### config.mk
export PLATFORM = sky130hd
export DESIGN_NAME = instr_fetch
export DESIGN_NICKNAME = d
export VERILOG_FILES = /design/src/rtl/instr_fetch.sv
export SDC_FILE = /design/constraint.sdc
export NUM_CORES = 1
export LEC_CHECK = 0
export CAP_MARGIN = 30
export CORE_ASPECT_RATIO = 1.5
export CORE_UTILIZATION = 25
export DETAILED_ROUTE_END_ITERATION = 6
export PLACE_DENSITY_LB_ADDON = 0.1
export SETUP_SLACK_MARGIN = 0.1
export SLEW_MARGIN = 20
export SYNTH_ARGS = -nofsm -noshare
export SYNTH_HDL_FRONTEND = slang
export SYNTH_SLANG_ARGS = --single-unit
### constraint.sdc
create_clock -name clk -period 4.5 [get_ports clk]
set_input_delay 0.675 -clock clk [delete_from_list [all_inputs] [get_ports clk]]
set_output_delay 0.675 -clock clk [all_outputs]
set_load 0.03 [all_outputs]
### src/rtl/instr_fetch.sv
// ============================================================================
// Module      : instr_fetch
// Description : Two-state instruction fetch unit with IR, PC and next-PC logic.
// Revision    : 1.0 - initial release
// ============================================================================
`default_nettype none

module instr_fetch #(
    parameter logic [31:0] RESET_PC = 32'h0000_0000
) (
    input  logic        clk,
    input  logic        rst_n,
    output logic        imem_req,
    output logic [31:0] imem_addr,
    input  logic        imem_ready,
    input  logic [31:0] imem_rdata,
    input  logic        advance,
    input  logic        Jmp,
    input  logic        Jal,
    input  logic        Branch,
    input  logic        Bneq,
    input  logic        Jr,
    input  logic        zero,
    input  logic [31:0] rs_data,
    output logic [31:0] instr,
    output logic [5:0]  opcode,
    output logic [31:0] pc,
    output logic [31:0] pc_plus4,
    output logic        instr_valid,
    output logic        align_err
);

    typedef enum logic [0:0] {
        FETCH = 1'b0,
        HOLD  = 1'b1
    } state_t;

    state_t      r_state;
    state_t      w_state_next;
    logic [31:0] r_pc;
    logic [31:0] r_ir;
    logic        r_align_err;
    logic [31:0] w_seq_pc;
    logic [31:0] w_br_off;
    logic        w_taken;
    logic [31:0] w_next_pc;

    always_ff @(posedge clk or negedge rst_n) begin
        if (!rst_n) begin
            r_state <= FETCH;
        end else begin
            r_state <= w_state_next;
        end
    end

    always_comb begin
        w_state_next = r_state;
        imem_req     = 1'b0;
        instr_valid  = 1'b0;
        case (r_state)
            FETCH: begin
                // Request is masked while reset is held so memory sees no read.
                imem_req = rst_n;
                if (imem_ready) begin
                    w_state_next = HOLD;
                end
            end
            HOLD: begin
                instr_valid = 1'b1;
                if (advance) begin
                    w_state_next = FETCH;
                end
            end
            default: w_state_next = FETCH;
        endcase
    end

    assign w_seq_pc = r_pc + 32'd4;
    assign w_br_off = {{14{r_ir[15]}}, r_ir[15:0], 2'b00};
    assign w_taken  = (Branch & zero) | (Bneq & ~zero);

    always_comb begin
        w_next_pc = w_seq_pc;
        if (Jr) begin
            w_next_pc = {rs_data[31:2], 2'b00};
        end else if (Jmp || Jal) begin
            w_next_pc = {w_seq_pc[31:28], r_ir[25:0], 2'b00};
        end else if (w_taken) begin
            w_next_pc = w_seq_pc + w_br_off;
        end
    end

    always_ff @(posedge clk or negedge rst_n) begin
        if (!rst_n) begin
            r_pc        <= RESET_PC;
            r_ir        <= 32'h0000_0000;
            r_align_err <= 1'b0;
        end else begin
            if ((r_state == FETCH) && imem_ready) begin
                r_ir <= imem_rdata;
            end
            // Flow inputs only matter in the HOLD cycle that retires the IR.
            if ((r_state == HOLD) && advance) begin
                r_pc <= w_next_pc;
                if (Jr && (rs_data[1:0] != 2'b00)) begin
                    r_align_err <= 1'b1;
                end
            end
        end
    end

    assign imem_addr = r_pc;
    assign pc        = r_pc;
    assign pc_plus4  = w_seq_pc;
    assign instr     = r_ir;
    assign opcode    = r_ir[31:26];
    assign align_err = r_align_err;

endmodule

`default_nettype wire

==> flow_summary.ini <==
[run_status]
outcome = finished clean

[floorplanning]
start_util_pct = 25.6
core_region_area_um2 = 21800
die-height_um = 185
ios = 211
rows = 66
dieArea_um2 = 23000
die-width_um = 124

[global_route]
grt_max_degree = 48
grt_first_pass_wirelength_um = 33000
antenna_found_initial = 1
track_usage_pct = 19.6
grt_pass1_vias = 5693
grt_overflow = 0

[synthesis]
synthMuxAreaShare_pct = 9.72
synth.cell_area_um2 = 5590
yosysWarnings = 0
yosysSeqAreaShare_pct = 28.7
synth_fa_ha_area_share_pct = 8.42
yosys.area.top_type_share_pct = 28.7
synth-simple-area-share_pct = 14.9
yosysTopAreaCell = dfrtp_1
synth_edf_count = 0
synth_compound_area_share_pct = 21.5
ys_ff_latch = 64
netlist_instances = 653
synth_area_leaders = dfrtp_1 29%, ha_1 8.1%, mux2_2 6.9%
avgSynthCellArea_um2 = 8.56
synth_flop_cell = dfrtp_1
synth_cell_types = 56
ys_async_sr_fraction_pct = 100
synth_top_family_by_area = compound AO/OA/AOI/OAI gates
synthXorXnorAreaFrac_pct = 7.99

[clock_tree]
postCtsHoldBufs = 0
clk_pin_slew_worst_paths_ps = 60
cts-htree-levels = 3
clk_path_buf_depth = 2
root_buffer = clkbuf_16
cts_buffers = 9
clk_latency_ps = 340
cts.sinks = 64
cts_tree = built

[drt]
drt_iter0_markers = 207
totalWireLength_um = 22100
wl_per_cell_um = 19.8
avgViaCountPerCell = 5.01
drcViolationCount = 0
drtAntennaViolNets = 0
firstDrtPassIters = 6
vias = 5566

[flow_run]
max-cap-violations = 0

[placement]
place_area_um2 = 7880
io_buffers = 204
dpl_worst_slack_ps = 158
gp_congestion = 0.855
hpwlAfterDp_um = 17000

[power_and_ir_drop]
powerDensity_nw_per_um2 = 637
max-vdd-ir-drop_uv = 270
p_leak_nw = 3.46
total_power_w = 0.00529

[timing]
post-route-period-util_pct = 93.3
worstMarginPinSlew_ps = 896
max_freq_mhz = 238
rsz0062_at_grt = false
slew_viol_final = 0
tns_ps = 0
hold_viol_final = 0
slew_headroom_pct = 40.0
finalSetupViolCount = 0
layout_min_cycle_time_ps = 4200
finalClockSkew_ps = 11.9
final.setup.worst_slack_ps = 302

[finish]
final_common_cell = clkdlybuf4s50_1
fillers = 2283
final_cell_mix = 202 x clkdlybuf4s50_1, 58 x nand2_1, 58 x dfrtp_1
drive_gt1_share_pct = 14.2
stdcell_area_um2 = 8310
syn2layout_area_growth_pct = 48.7
diodes = 0
nNetsFinal = 945
fin_util_pct = 38.1

[critical_path]
r2r-end = imem_addr[31]$_DFFE_PN0P_
r2r.worst_path.cells = 18
crit_cells = 18
r2r_setup_slack_ps = 300
cp.arrival_ps = 4440
worstPathMaxFanout = 6
crit_top_cell = ha_4
cp.buffers_inverters = 0
slowest_delay_ps = 430
cpLargestDelayFamily = compound AO/OA/AOI/OAI gates
crit_required_ps = 4740
slowest_stage = dfrtp_2
cp-start-kind = register
path_cells = ha_4 > nand3_2 > nor2_2 > and2_4 > and4_4 > and3_4 > xor2_4 > ha_4 > a21o_1 > a221oi_4 > a221oi_1 > a211oi_2 > a21oi_2 > a41o_1 > a221oi_2 > xnor2_1 > a21oi_1 > o41ai_2
cp-end-kind = register
criticalPathCategory = register to register
r2r-start = imem_addr[3]$_DFFE_PN0P_

[worst_hold_path]
hp-class = input port to async pin
[per-stage QoR]
step,cells,hold WS (ps)
5_1_grt,1111,322
3_5_place_dp,1089,464
3_3_place_gp,1087,461
6_report,1111,302
2_1_floorplan,658,379
4_1_cts,1105,308
[final cells by class]
class | instances | area, um^2 | area share (%)
multi-input cells | 506 | 3620 | 43.6
repair buffers | 240 | 2340 | 28.2
flip-flops and latches | 64 | 1610 | 19.4
well taps | 272 | 340 | 4.10
clock buffers | 11 | 243 | 2.92
clock inverters | 5 | 104 | 1.25
inverters | 13 | 48.8 | 0.587
[state kept, by name (all words and copies together), names as in the netlist]
signal	cells
instr	32
imem_addr	30
align_err	1
r_state	1
[how the worst max path moves through the flow]
stage / startpoint / end / slack, ps
2_1_floorplan: imem_addr[14]$_DFFE_PN0P_ / imem_addr[31]$_DFFE_PN0P_ / 110
3_3_place_gp: imem_addr[3]$_DFFE_PN0P_ / imem_addr[31]$_DFFE_PN0P_ / 220
3_5_place_dp: imem_addr[3]$_DFFE_PN0P_ / imem_addr[31]$_DFFE_PN0P_ / 160
4_1_cts: imem_addr[3]$_DFFE_PN0P_ / imem_addr[31]$_DFFE_PN0P_ / 130
5_1_grt: imem_addr[3]$_DFFE_PN0P_ / imem_addr[31]$_DFFE_PN0P_ / 80
6_report: imem_addr[3]$_DFFE_PN0P_ / imem_addr[31]$_DFFE_PN0P_ / 300
[cell families after synthesis]
family | count (synthesis)
muxes | 50
DFF | 64
AOI/OAI and AO/OA | 186
and+or+nand+nor | 176
adders and majority gates | 37
buffers and inverters | 88
xor gates and xnor gates | 51
other | 1
[power by group]
part	leakage [nW]	internal, W	switching (W)	total [W]
clock network	0.170	0.000557	0.000293	0.000850
registers	0.749	0.000728	0.000218	0.000946
logic	2.54	0.00152	0.00198	0.00350
[synth_stat cells, drive strengths merged, types with 16 or more instances]
cell / number
a211oi: 21
a21o: 20
a21oi: 47
buf: 46
clkbuf: 29
dfrtp: 64
ha: 36
mux2: 34
mux2i: 16
nand2: 59
nand3: 18
nor2: 43
o21ai: 48
xnor2: 35
xor2: 16
[per-layer routing]
layer	GRT usage, %	vias up	part of all wire (%)
met1	22.0	2707	39
met3	3.51	23	4.4
met4	5.90	2	1.6
li1	-	2673	-
met5	0	-	0.059
met2	36.6	161	55
[what timing repair did]
action,CTS,global route
gates resized for setup,0,7
endpoints found under the setup margin,0,3
setup buffers,0,5
Note: power is estimated with default switching activity, not from simulation.
==> edit 1: new RTL, same flow settings <==
Make the reset (`rst_n`) synchronous in 2 clocked blocks.
--- a/src/rtl/instr_fetch.sv
+++ b/src/rtl/instr_fetch.sv
@@ -45,7 +45,7 @@
     logic        w_taken;
     logic [31:0] w_next_pc;
 
-    always_ff @(posedge clk or negedge rst_n) begin
+    always_ff @(posedge clk) begin
         if (!rst_n) begin
             r_state <= FETCH;
         end else begin
@@ -90,7 +90,7 @@
         end
     end
 
-    always_ff @(posedge clk or negedge rst_n) begin
+    always_ff @(posedge clk) begin
         if (!rst_n) begin
             r_pc        <= RESET_PC;
             r_ir        <= 32'h0000_0000;
Formal check against the unedited RTL: differs if rst_n is asserted again (counterexample within 4 cycles, from zero or initial values and one cycle with rst_n low); with rst_n held inactive, the same outputs for 4 cycles.
==> edit 1 against the unedited design <==
Critical path type unchanged; cell area fell by 3.6%; first-iteration DRC count fell by 9.2%; sequential cell count did not move; routed wire length rose by 8.9%; clock skew rose by 0.0020 ns; sequential share of layout area fell by 3.4 points; worst setup slack got worse by 0.055 ns; synthesized cell count rose by 16%; largest cell class unchanged; synthesized area rose by 0.60%; non-clock buffer count fell by 4; fmax fell by 1.3%.
Power is not compared: it rests on default switching activity, and its combinational part moved more than twofold at a synthesized area within 25%.
==> edit 1: results (changes against the unedited design) <==
metric;value;unit;change
status;finished clean;;unchanged
max_slew headroom;38.5;%;was 40.0%
Syn-to-layout area delta;42.5;%;was 48.7%
wire length on met3;923;µm;was 980 µm
register area share after synthesis;22.8;%;was 28.7%
FFs & Latches;64;;unchanged
M1 WL;9210;µm;was 8560 µm
xor and xnor area share after synthesis;7.94;%;was 7.99%
vias in the first global route;6203;;was 5693
fill count;2350;;was 2283
clkbuf count;10;;was 11
first-pass GRT wire length;36300;µm;was 33000 µm
Mean Syn Cell Area;7.40;µm²;was 8.56 µm²
M3 GR Usage;3.65;%;was 3.51%
RR Startpoint;imem_addr[2];;was imem_addr[3]
Post-Route WL;24000;µm;was 22100 µm
worst reg2reg endpoint;imem_addr[31];;unchanged
initial antenna violation count;0;;was 1
top cells by area, synth;dfxtp_1, nand2_1, ha_1;;was dfrtp_1, ha_1, mux2_2
Worst Path Arrival;4.54;ns;was 4.44 ns
via count;6122;;was 5566
Starting DRT DRC Count;188;;was 207
GR Util met1;21.4;%;was 22.0%
worst min path class;reg -> reg;;was in -> async
Compound-Gate Fraction of Synth Area;29.5;%;was 21.5%
fraction of area in multi-input gates;47.5;%;was 43.6%
edit 1: how the worst max path moves through the flow:
stage / start / end / slack, ns / cells after the start
4_1_cts: imem_addr[2] / imem_addr[31] / 0.15 / 15
3_3_place_gp: imem_addr[3] / imem_addr[31] / 0.27 / 15
2_1_floorplan: imem_addr[7] / imem_addr[30] / 0.16 / 16
3_5_place_dp: imem_addr[2] / imem_addr[31] / 0.20 / 15
6_report: imem_addr[2] / imem_addr[31] / 0.25 / 15
5_1_grt: imem_addr[2] / imem_addr[31] / -0.05 / 15
edit 1: worst max-delay path, stage by stage, from the launching register on:
cell and delay [ns]:
dfxtp_1 0.47, ha_1 0.26, nand4_1 0.22, nor2_1 0.19
xor2_1 0.34, ha_1 0.30, nand2_1 0.12, nor3_1 0.27
a211oi_1 0.11, o31ai_1 0.81, o21ai_1 0.25, o31ai_1 0.34
xor2_1 0.17, nand2_1 0.08, xor2_1 0.16, o21ai_1 0.12
==> edit 2: new RTL, same flow settings <==
Made on the original files. Register the output `align_err` once more, with the module's reset; this adds one clock of latency there. The other outputs are not delayed to match.
--- a/src/rtl/instr_fetch.sv
+++ b/src/rtl/instr_fetch.sv
@@ -114,7 +114,13 @@
     assign pc_plus4  = w_seq_pc;
     assign instr     = r_ir;
     assign opcode    = r_ir[31:26];
-    assign align_err = r_align_err;
+    always_ff @(posedge clk or negedge rst_n) begin
+        if (!rst_n) begin
+            align_err <= '0;
+        end else begin
+            align_err <= r_align_err;
+        end
+    end
 
 endmodule
 
Function: changed (a bounded check fails within 4 cycles, from zero or initial values and one cycle with rst_n low).
==> edit 2 against the unedited design <==
Sequential power about the same; synthesized area increased by 0.45%; total power is 1.8% lower; routed wire length is 0.75% lower; sequential cell count is 1 higher; worst setup slack got worse by 0.050 ns; cell area down 0.44%; via count decreased by 0.50%.
==> edit 2: results (changes against the unedited design) <==
metric;value;unit;change
status;finished clean;;unchanged
Mean Syn Cell Area;8.58;µm²;was 8.56 µm²
M1 WL;8610;µm;was 8560 µm
Starting DRT DRC Count;316;;was 207
top cells by area, synth;dfrtp_1, ha_1, mux2_2;;unchanged
Worst Path Arrival;4.50;ns;was 4.44 ns
register area share after synthesis;29.0;%;was 28.7%
via count;5538;;was 5566
Cells after DPL;1091;;was 1089
mean number of vias per cell;4.98;;was 5.01
Pre-Repair DR Iteration Count;4;;was 6
first-pass GRT wire length;33100;µm;was 33000 µm
Compound-Gate Fraction of Synth Area;21.4;%;was 21.5%
Wirelength per Cell;19.7;µm;was 19.8 µm
Post-synth top cells;dfrtp_1, nand2_1, a21oi_1;;unchanged
area of placed instances;7890;µm²;was 7880 µm²
initial antenna violation count;0;;was 1
hpwl dp;16800;µm;was 17000 µm
top sig layer;met4;;was met5
mux contribution to synthesized area;9.67;%;was 9.72%
GR Util met1;21.5;%;was 22.0%
leakage power;0.00346;µW;about the same
layout cells sized above 1;14.1;%;was 14.2%
wire length on met3;1120;µm;was 980 µm
M3 GR Usage;3.79;%;was 3.51%
fill count;2215;;was 2283
pre-CTS WS;0.171;ns;was 0.158 ns
worst vdd ir;237;µV;was 270 µV
routing usage on met2;35.0;%;was 36.6%
xor and xnor area share after synthesis;7.96;%;was 7.99%
Worst Clk Skew;0.00777;ns;was 0.0119 ns
all-layer global routing usage;18.9;%;was 19.6%
Worst-Margin Slew;0.944;ns;was 0.896 ns
wire length on met2;11800;µm;was 12100 µm
# Post-CTS Setup Buffers;0;;unchanged
edit 2: cell types whose count changed after synthesis:
cell	before	now
dfrtp_1	64	65
edit 2: final timing paths:
kind	from	end	slack, ns
max in group asynchronous	rst_n	imem_addr[2]	3.30
hold / removal	rst_n	instr[8]	0.26
setup reg to reg	imem_addr[3]	imem_addr[31]	0.25
setup / recovery	imem_addr[3]	imem_addr[31]	0.25
hold reg to reg	r_align_err	align_err	0.37
min in group clk	r_align_err	align_err	0.37
edit 2: power breakdown:
part,internal (µW),total [µW],switching (µW)
sequential,735,946,211
combinational,1510,3500,1990
clock,447,751,305
edit 2: logic make-up after synthesis:
group | Yosys count
buf+inv | 88
simple gates | 176
mux | 50
compound gates | 186
fa+ha+maj | 37
xor+xnor | 51
other cells | 1
flops | 65
edit 2: cell type report:
class	count	area [µm²]	area share (%)
clock buffer	10	239	2.89
inverter	13	48.8	0.590
sequential	65	1630	19.7
timing repair buffer	239	2310	27.9
tap	272	340	4.11
clock inverter	6	66.3	0.801
multi-input combinational	506	3640	44.0
